===== src/rtl/map_redraw_engine.sv =====
// Background map redraw engine. Watches the game-state code and, on a
// qualifying change, streams the affected screen rectangle from the map ROM
// to the shared VGA write port, one pixel per granted cycle.
module map_redraw_engine #(
    parameter int SCREEN_W = 320,
    parameter int SCREEN_H = 240,
    parameter int COLOUR_W = 3
) (
    input  logic                clock,
    input  logic                resetn,
    input  logic [3:0]          gameState,
    input  logic                vgaGrant,
    input  logic [COLOUR_W-1:0] romData,
    output logic [16:0]         romAddr,
    output logic [3:0]          mapSel,
    output logic [8:0]          x,
    output logic [7:0]          y,
    output logic [COLOUR_W-1:0] colour,
    output logic                plot,
    output logic                busy,
    output logic                doneRedraw
);

    typedef enum logic [1:0] {S_IDLE, S_LOAD, S_RUN, S_DONE} state_t;

    // Inclusive rectangle bounds: origin plus last column / last row.
    typedef struct packed {
        logic [8:0] x0;
        logic [7:0] y0;
        logic [8:0] xl;
        logic [7:0] yl;
    } region_t;

    state_t     state_q, state_d;
    logic [3:0] prev_q;
    logic       boot_q, boot_d;
    logic       pend_vld_q, pend_vld_d;
    logic [3:0] pend_code_q, pend_code_d;
    logic [3:0] cur_code_q, cur_code_d;
    logic [3:0] map_sel_q, map_sel_d;
    logic       issuing_q, issuing_d;

    // Scan counters and latched rectangle (data only, loaded in LOAD).
    logic [8:0] cx_q, cx_d, x0_q, xlast_q;
    logic [7:0] cy_q, cy_d, ylast_q;

    // In-flight pixel: address issued to the ROM, colour arrives next cycle.
    logic [8:0] px_p1_q, px_p1_d;
    logic [7:0] py_p1_q, py_p1_d;
    logic       vld_p1_q, vld_p1_d;

    logic       req;
    logic       advance;
    region_t    reg_load;

    function automatic logic is_request(input logic [3:0] code);
        case (code)
            4'd0, 4'd1, 4'd3, 4'd5, 4'd7, 4'd10: return 1'b1;
            default:                              return 1'b0;
        endcase
    endfunction

    function automatic region_t region_of(input logic [3:0] code);
        region_t r;
        r = '{9'd0, 8'd0, 9'(SCREEN_W - 1), 8'(SCREEN_H - 1)};
        case (code)
            4'd1:    r = '{9'd96,  8'd120, 9'd159, 8'd135};
            4'd3:    r = '{9'd160, 8'd104, 9'd223, 8'd119};
            4'd5:    r = '{9'd224, 8'd88,  9'd271, 8'd103};
            4'd7:    r = '{9'd272, 8'd40,  9'd303, 8'd159};
            default: ;
        endcase
        return r;
    endfunction

    // Row stride of 320 is 256 + 64, so the multiply collapses to two shifts.
    function automatic logic [16:0] pixel_addr(input logic [8:0] ax, input logic [7:0] ay);
        if (SCREEN_W == 320)
            return ({9'd0, ay} << 8) + ({9'd0, ay} << 6) + {8'd0, ax};
        else
            return 17'(ay) * 17'(SCREEN_W) + {8'd0, ax};
    endfunction

    assign req        = (gameState != prev_q) && is_request(gameState);
    assign advance    = !vld_p1_q || vgaGrant;
    assign reg_load   = region_of(cur_code_q);

    assign plot       = (state_q == S_RUN) && vld_p1_q && vgaGrant;
    assign doneRedraw = (state_q == S_DONE);
    assign busy       = (state_q != S_IDLE);
    assign x          = px_p1_q;
    assign y          = py_p1_q;
    assign colour     = romData;
    assign mapSel     = map_sel_q;
    // While stalled the in-flight address is re-issued so romData stays valid for it.
    assign romAddr    = advance ? pixel_addr(cx_q, cy_q) : pixel_addr(px_p1_q, py_p1_q);

    // Next-state logic: request capture, redraw sequencing and pixel scan.
    always_comb begin
        state_d     = state_q;
        boot_d      = boot_q;
        pend_vld_d  = pend_vld_q;
        pend_code_d = pend_code_q;
        cur_code_d  = cur_code_q;
        map_sel_d   = map_sel_q;
        issuing_d   = issuing_q;
        cx_d        = cx_q;
        cy_d        = cy_q;
        px_p1_d     = px_p1_q;
        py_p1_d     = py_p1_q;
        vld_p1_d    = vld_p1_q;

        // Any request not taken directly below lands in the pending slot.
        if (req) begin
            pend_vld_d  = 1'b1;
            pend_code_d = gameState;
        end

        unique case (state_q)
            S_IDLE: begin
                if (boot_q) begin
                    boot_d     = 1'b0;
                    cur_code_d = 4'd0;
                    state_d    = S_LOAD;
                end else if (req) begin
                    cur_code_d = gameState;
                    pend_vld_d = 1'b0;
                    state_d    = S_LOAD;
                end else if (pend_vld_q) begin
                    cur_code_d = pend_code_q;
                    pend_vld_d = 1'b0;
                    state_d    = S_LOAD;
                end
            end
            S_LOAD: begin
                map_sel_d = cur_code_q;
                cx_d      = reg_load.x0;
                cy_d      = reg_load.y0;
                issuing_d = 1'b1;
                vld_p1_d  = 1'b0;
                state_d   = S_RUN;
            end
            S_RUN: begin
                if (advance) begin
                    if (issuing_q) begin
                        px_p1_d  = cx_q;
                        py_p1_d  = cy_q;
                        vld_p1_d = 1'b1;
                        if (cx_q == xlast_q) begin
                            cx_d = x0_q;
                            if (cy_q == ylast_q) issuing_d = 1'b0;
                            else                 cy_d = cy_q + 8'd1;
                        end else begin
                            cx_d = cx_q + 9'd1;
                        end
                    end else begin
                        vld_p1_d = 1'b0;
                    end
                end
                if (vld_p1_q && vgaGrant && !issuing_q) state_d = S_DONE;
            end
            S_DONE: begin
                if (req) begin
                    cur_code_d = gameState;
                    pend_vld_d = 1'b0;
                    state_d    = S_LOAD;
                end else if (pend_vld_q) begin
                    cur_code_d = pend_code_q;
                    pend_vld_d = 1'b0;
                    state_d    = S_LOAD;
                end else begin
                    state_d = S_IDLE;
                end
            end
            default: state_d = S_IDLE;
        endcase
    end

    // Control registers and in-flight pixel; reset arms the automatic full redraw.
    always_ff @(posedge clock) begin
        if (!resetn) begin
            state_q     <= S_IDLE;
            prev_q      <= 4'd0;
            boot_q      <= 1'b1;
            pend_vld_q  <= 1'b0;
            pend_code_q <= 4'd0;
            cur_code_q  <= 4'd0;
            map_sel_q   <= 4'd0;
            issuing_q   <= 1'b0;
            px_p1_q     <= 9'd0;
            py_p1_q     <= 8'd0;
            vld_p1_q    <= 1'b0;
        end else begin
            state_q     <= state_d;
            prev_q      <= gameState;
            boot_q      <= boot_d;
            pend_vld_q  <= pend_vld_d;
            pend_code_q <= pend_code_d;
            cur_code_q  <= cur_code_d;
            map_sel_q   <= map_sel_d;
            issuing_q   <= issuing_d;
            px_p1_q     <= px_p1_d;
            py_p1_q     <= py_p1_d;
            vld_p1_q    <= vld_p1_d;
        end
    end

    // Scan counters and rectangle bounds; always written before use, so no reset.
    always_ff @(posedge clock) begin
        cx_q <= cx_d;
        cy_q <= cy_d;
        if (state_q == S_LOAD) begin
            x0_q    <= reg_load.x0;
            xlast_q <= reg_load.xl;
            ylast_q <= reg_load.yl;
        end
    end

endmodule


===== config.mk =====
export PLATFORM = sky130hd
export DESIGN_NAME = map_redraw_engine
export DESIGN_NICKNAME = d
export VERILOG_FILES = /design/src/rtl/map_redraw_engine.sv
export SDC_FILE = /design/constraint.sdc
export NUM_CORES = 1
export LEC_CHECK = 0
export BUFFER_PORTS_ARGS = -buffer_cell sky130_fd_sc_hd__buf_2
export CORE_UTILIZATION = 52
export CTS_CLUSTER_SIZE = 16
export DETAILED_ROUTE_END_ITERATION = 6
export PLACE_DENSITY = 0.73
export SYNTH_ARGS = -nofsm -noshare
export SYNTH_HDL_FRONTEND = slang
export SYNTH_SLANG_ARGS = --single-unit

===== constraint.sdc =====
create_clock -name clock -period 7.4 [get_ports clock]
set_input_delay 0.37 -clock clock [delete_from_list [all_inputs] [get_ports clock]]
set_output_delay 0.37 -clock clock [all_outputs]
set_load 0.1 [all_outputs]

# After elaboration in Yosys (flattened, before gate mapping)
# Cells that the tools add are included.
# word_totals
ff_bits,82
latchBits,0
ram_bits,0
rom_bits,0
in_bits,10
out_inout_bits,44
word_cells,98
memories,0
# op_classes
n_addsub,6
mul,0
div,0
magnitude_cmp,0
eq_ne,21
shifts,0
muxes,36
bitwise_logic,0
reduce_logical,19
# ops
cell,n
34-bit case mux with 4 select lines,1
16-bit by 14-bit adder with 17-bit output,2
17-bit by 9-bit adder with 17-bit output,2
8-bit 2-to-1 mux,4
9-bit 2-to-1 mux,3
9-bit case mux with 2 select lines,1
17-bit 2-to-1 mux,1
"4-bit by 3-bit == test with 1-bit output, second input constant",4
8-bit case mux with 2 select lines,1
1-bit 2-to-1 mux,13
4-bit 2-to-1 mux,3
"9-bit by 1-bit adder with 9-bit output, second input constant",1
9-bit == test,1
"8-bit by 1-bit adder with 8-bit output, second input constant",1
"4-bit by 1-bit == test with 1-bit output, second input constant",2
"4-bit by 2-bit == test with 1-bit output, second input constant",2
8-bit == test,1
2-bit 2-to-1 mux,4
2-bit case mux with 4 select lines,1
4-bit case mux with 2 select lines,1
"2-bit inequality test, second input constant",3
1-bit case mux with 2 select lines,3
3-bit AND reduction,2
2-bit nonzero test,3
other kinds (14),22

# Longest topological paths before layout
# depth
word_depth,9
mapped_depth,9
ltp_nobuf,9

# Least setup slack after synthesis
# No wires, ideal clock.
# synth_timing
path_type,register -> output
startpoint,register py_p1_q[0] (netlist: y[0])
endpoint,output port romAddr[14]
arrival_time_ns,4.704
required_time_ns,7.030
path_slack_ns,2.326
path_stages_with_launch,10
path_buffers,0
path_cell_list,dfxtp_1 > inv_1 > fa_1 > inv_1 > ha_1 > a21o_1 > nand4_1 > a31oi_1 > nor3_1 > nor3b_1
# synth_between
elab_chain_len,3
# synth_rtl
item,line_no,source
from (decl),49,"logic [7:0] py_p1_q, py_p1_d;"
from (signal assigned),203,py_p1_q <= py_p1_d;
16-bit by 14-bit adder with 17-bit output,79,"return ({9'd0, ay} << 8) + ({9'd0, ay} << 6) + {8'd0, ax};"
17-bit by 9-bit adder with 17-bit output,79,
17-bit 2-to-1 mux,96,"assign romAddr = advance ? pixel_addr(cx_q, cy_q) : pixel_addr(px_p1_q, py_p1_q);"
to (decl),14,"output logic [16:0] romAddr,"
# No other way between the ends.

# Final worst setup path
# layout_timing
startpoint,register cy_q[2]
endpoint,output port romAddr[15]
# layout_between
elab_chain_len,3
# layout_rtl
item,line_no,source
from (decl),45,"logic [7:0] cy_q, cy_d, ylast_q;"
from (signal assigned),211,cy_q <= cy_d;
16-bit by 14-bit adder with 17-bit output,79,
17-bit by 9-bit adder with 17-bit output,79,
17-bit 2-to-1 mux,96,
# No other way between the ends.

==> implementation parameters <==
Parameter                              Value

Critical path
  Highest fanout seen on the critical path    8
  Startpoint of the lowest-slack register-to-register path    state_q[0]
  Critical path start-end classification    reg2out
  Worst setup path startpoint    cy_q[2]
  Kind of end point of the critical path    output port
  Critical path data required time    7.03 ns
  Launching element type of the critical path    register
  Crit path arrival time    3.39 ns

Final layout
  Area overhead of the layout relative to synthesis    10.86%
  Ant. Diodes    0
  Total area of multi-input combinational cells    0.002567 mm^2
  Final std cells w/o fill    623
  Nets    564
  Core utilization of the finished layout    59.52%
  Ratio of cells with drive above 1 in the final layout    15.25%
  Sequential cell area    0.001652 mm^2
  Count of fill cells added during filler insertion    691

Clock tree
  Postcts setup bufs    0
  Clock-pin slew on the worst setup and hold paths    0.08 ns
  Clock latency on the worst-skew pair    0.34 ns
  Clock tree from TritonCTS    done
  Number of levels in the clock H-tree    3
  Clock net sink count    68
  Cells resized by post-CTS repair    0
  Clock Tree Buf Depth    2
  Library cell used as clock root buffer    clkbuf_8
  Inserted Clock Buffers    9
  Hold Buf Count CTS    0

Placement
  Buffers on Ports    47
  Placed cell count    607
  Detailed placer's ending HPWL    6.726 mm
  Routability-driven placement congestion ratio    0.8378

Detailed routing
  Number of remaining DRC errors    0
  Vias after detailed routing    3,439
  Via-to-Cell Ratio    5.520
  Wire per inst    14.69 um
  Routed Antenna Nets    0
  Number of iterations in the first detailed-routing pass    4
  Final wirelength    9.149 mm
  Number of violations reported at the end of detailed-routing iteration 0    176

Yosys
  Dominant synthesized flop cell    dfxtp_1
  Avg Inst Size Synth    9.268 um^2
  Dominant cell type by area after synthesis    edfxtp_1
  Most area-consuming cells after synthesis    edfxtp_1 (20%), dfxtp_1 (18%), ha_1 (10%)
  Warning count from the yosys run    0
  Post-synthesis sequential area ratio    37.44%
  Top-area cell type share of the netlist area    19.74%
  Synthesized Nets    527
  Count of different cell masters after synthesis    58
  Yosys reg bits    68
  Synthesized instance count    476
  Fraction of synthesis flops using an asynchronous set or reset pin    0%
  Number of enable flip-flop cells after synthesis    29
  Netlist area before placement    0.004412 mm^2

Timing
  Setup_tns    0 ns
  Final cycle utilization of the critical path    50.82%
  Highest clock rate    265.9 MHz
  Headroom to the max-slew limit    18.71%
  Final Max Slew Viols    0
  Worst Clk Skew    0.01026 ns
  Unrepaired setup endpoints after global routing    false
  Final number of setup-violating endpoints    0
  Time the worst path needs with I/O delays and setup    3.760 ns
  Worst-Margin Slew    1.209 ns
  Count of endpoints failing hold in the final timing report    0

Floorplanning
  Core Footprint    0.008217 mm^2
  Initial Utilization    53.69%
  Die Footprint    0.008857 mm^2
  Standard-cell rows    33
  Horizontal extent of the die    94.11 um
  Die Ht    94.11 um
  I/O Pins    54

Global routing
  Met1 routing resource usage after global routing    27.76%
  Fraction of met2 tracks used by global routing    39.23%
  Vias in the first global route    3,332
  GRT met3 Usage    4.531%
  Global routing usage summed across all routing layers    22.51%
  Initial antenna violation count    0
  Maximum number of pins on one net before global-route repair    41
  First-pass GRT wire length    15.41 mm
  GRT Max-Usage Layer    met2
  Remaining global-route overflow    0

Worst hold path
  Source of the worst hold timing path    gameState[2]
  Classification of the worst-slack hold path    in2reg

Status
  Result of the run    finished clean

Flow run
  Maxcap violations    0
## logic make-up (layout without fill, tap and decap cells)
kind of cell	Yosys count	in the layout	share of synthesized area [%]
AND/OR/NAND/NOR	171	171	19.00
buffers and inverters	46	88	4.367
AO/OA/AOI/OAI	89	89	13.39
flip-flops	68	68	37.44
multiplexers	24	24	5.729
adder cells (fa/ha/maj)	41	41	12.31
XOR/XNOR	37	37	7.771
## cells in the mapped netlist (all sizes together) (14+ instances only)
master  number
edfxtp      29
nand2       80
nor2b       16
inv         23
dfxtp       39
o21ai       20
nand3       16
a21oi       16
clkbuf      17
nor2        14
mux2i       17
xnor2       21
a21boi      19
xor2        16
ha          37
## metrics by stage
stage,hold slack (ns),setup slack [ns],instance area [um^2]
after CTS,0.3087,3.608,4891
after detailed placement,0.4805,3.990,4687
after global routing,0.3232,3.477,4891
after floorplan,0.4798,2.326,4412
final,0.3221,3.640,4891
after global placement,0.4707,4.073,4687
## layer usage
layer / vias up / routed length (um)
met5: - / 0
li1: 1738 / -
met2: 84 / 4326
met4: 0 / 127
met1: 1606 / 4318
met3: 11 / 376
## state kept, by name, indices dropped and copies added, names as in the netlist
name         cells
state_q          2
issuing_q        1
xlast_q          5
mapSel           4
x                9
pend_code_q      4
ylast_q          3
cx_q             9
cur_code_q       4
prev_q           4
boot_q           1
cy_q             8
x0_q             4
pend_vld_q       1
y                8
vld_p1_q         1
## worst paths after layout
kind / endpoint / slack [ns] / cells after the start
setup reg to reg: cy_q[7] / 4.16 / 5
hold reg to reg: x[1] / 0.49 / 2
hold / removal: prev_q[2] / 0.32 / 2
setup / recovery: romAddr[15] / 3.64 / 10
## placed cells by master, fill, tap and decap left out, types with 17 or more instances in the layout
cell type and n:
buf_2 47, nand2_1 80, dfxtp_1 39, edfxtp_1 29, xnor2_1 20, inv_1 23, ha_1 37, a21boi_0 19
o21ai_0 20, mux2i_1 17
## layout make-up
| type | instances | area share [%] |
|---|---|---|
| multi-input cells | 362 | 52.49 |
| flip-flops and latches | 68 | 33.77 |
| repair buffers | 49 | 5.116 |
| clock buffers | 12 | 3.607 |
| well taps | 105 | 2.686 |
| inverters | 23 | 1.765 |
| clock inverters | 4 | 0.5628 |
## critical path: stages, from the launching register on
cell and delay (ns):
edfxtp_1 0.50, inv_1 0.09, fa_1 0.49, inv_1 0.07, fa_1 0.48, a211oi_1 0.36
o21ai_0 0.14, a31oi_1 0.20, xnor2_1 0.13, mux2_2 0.16, buf_2 0.42
Power is not shown: default switching activity piles up to over one toggle a cycle in this logic, so the estimate is an artifact.
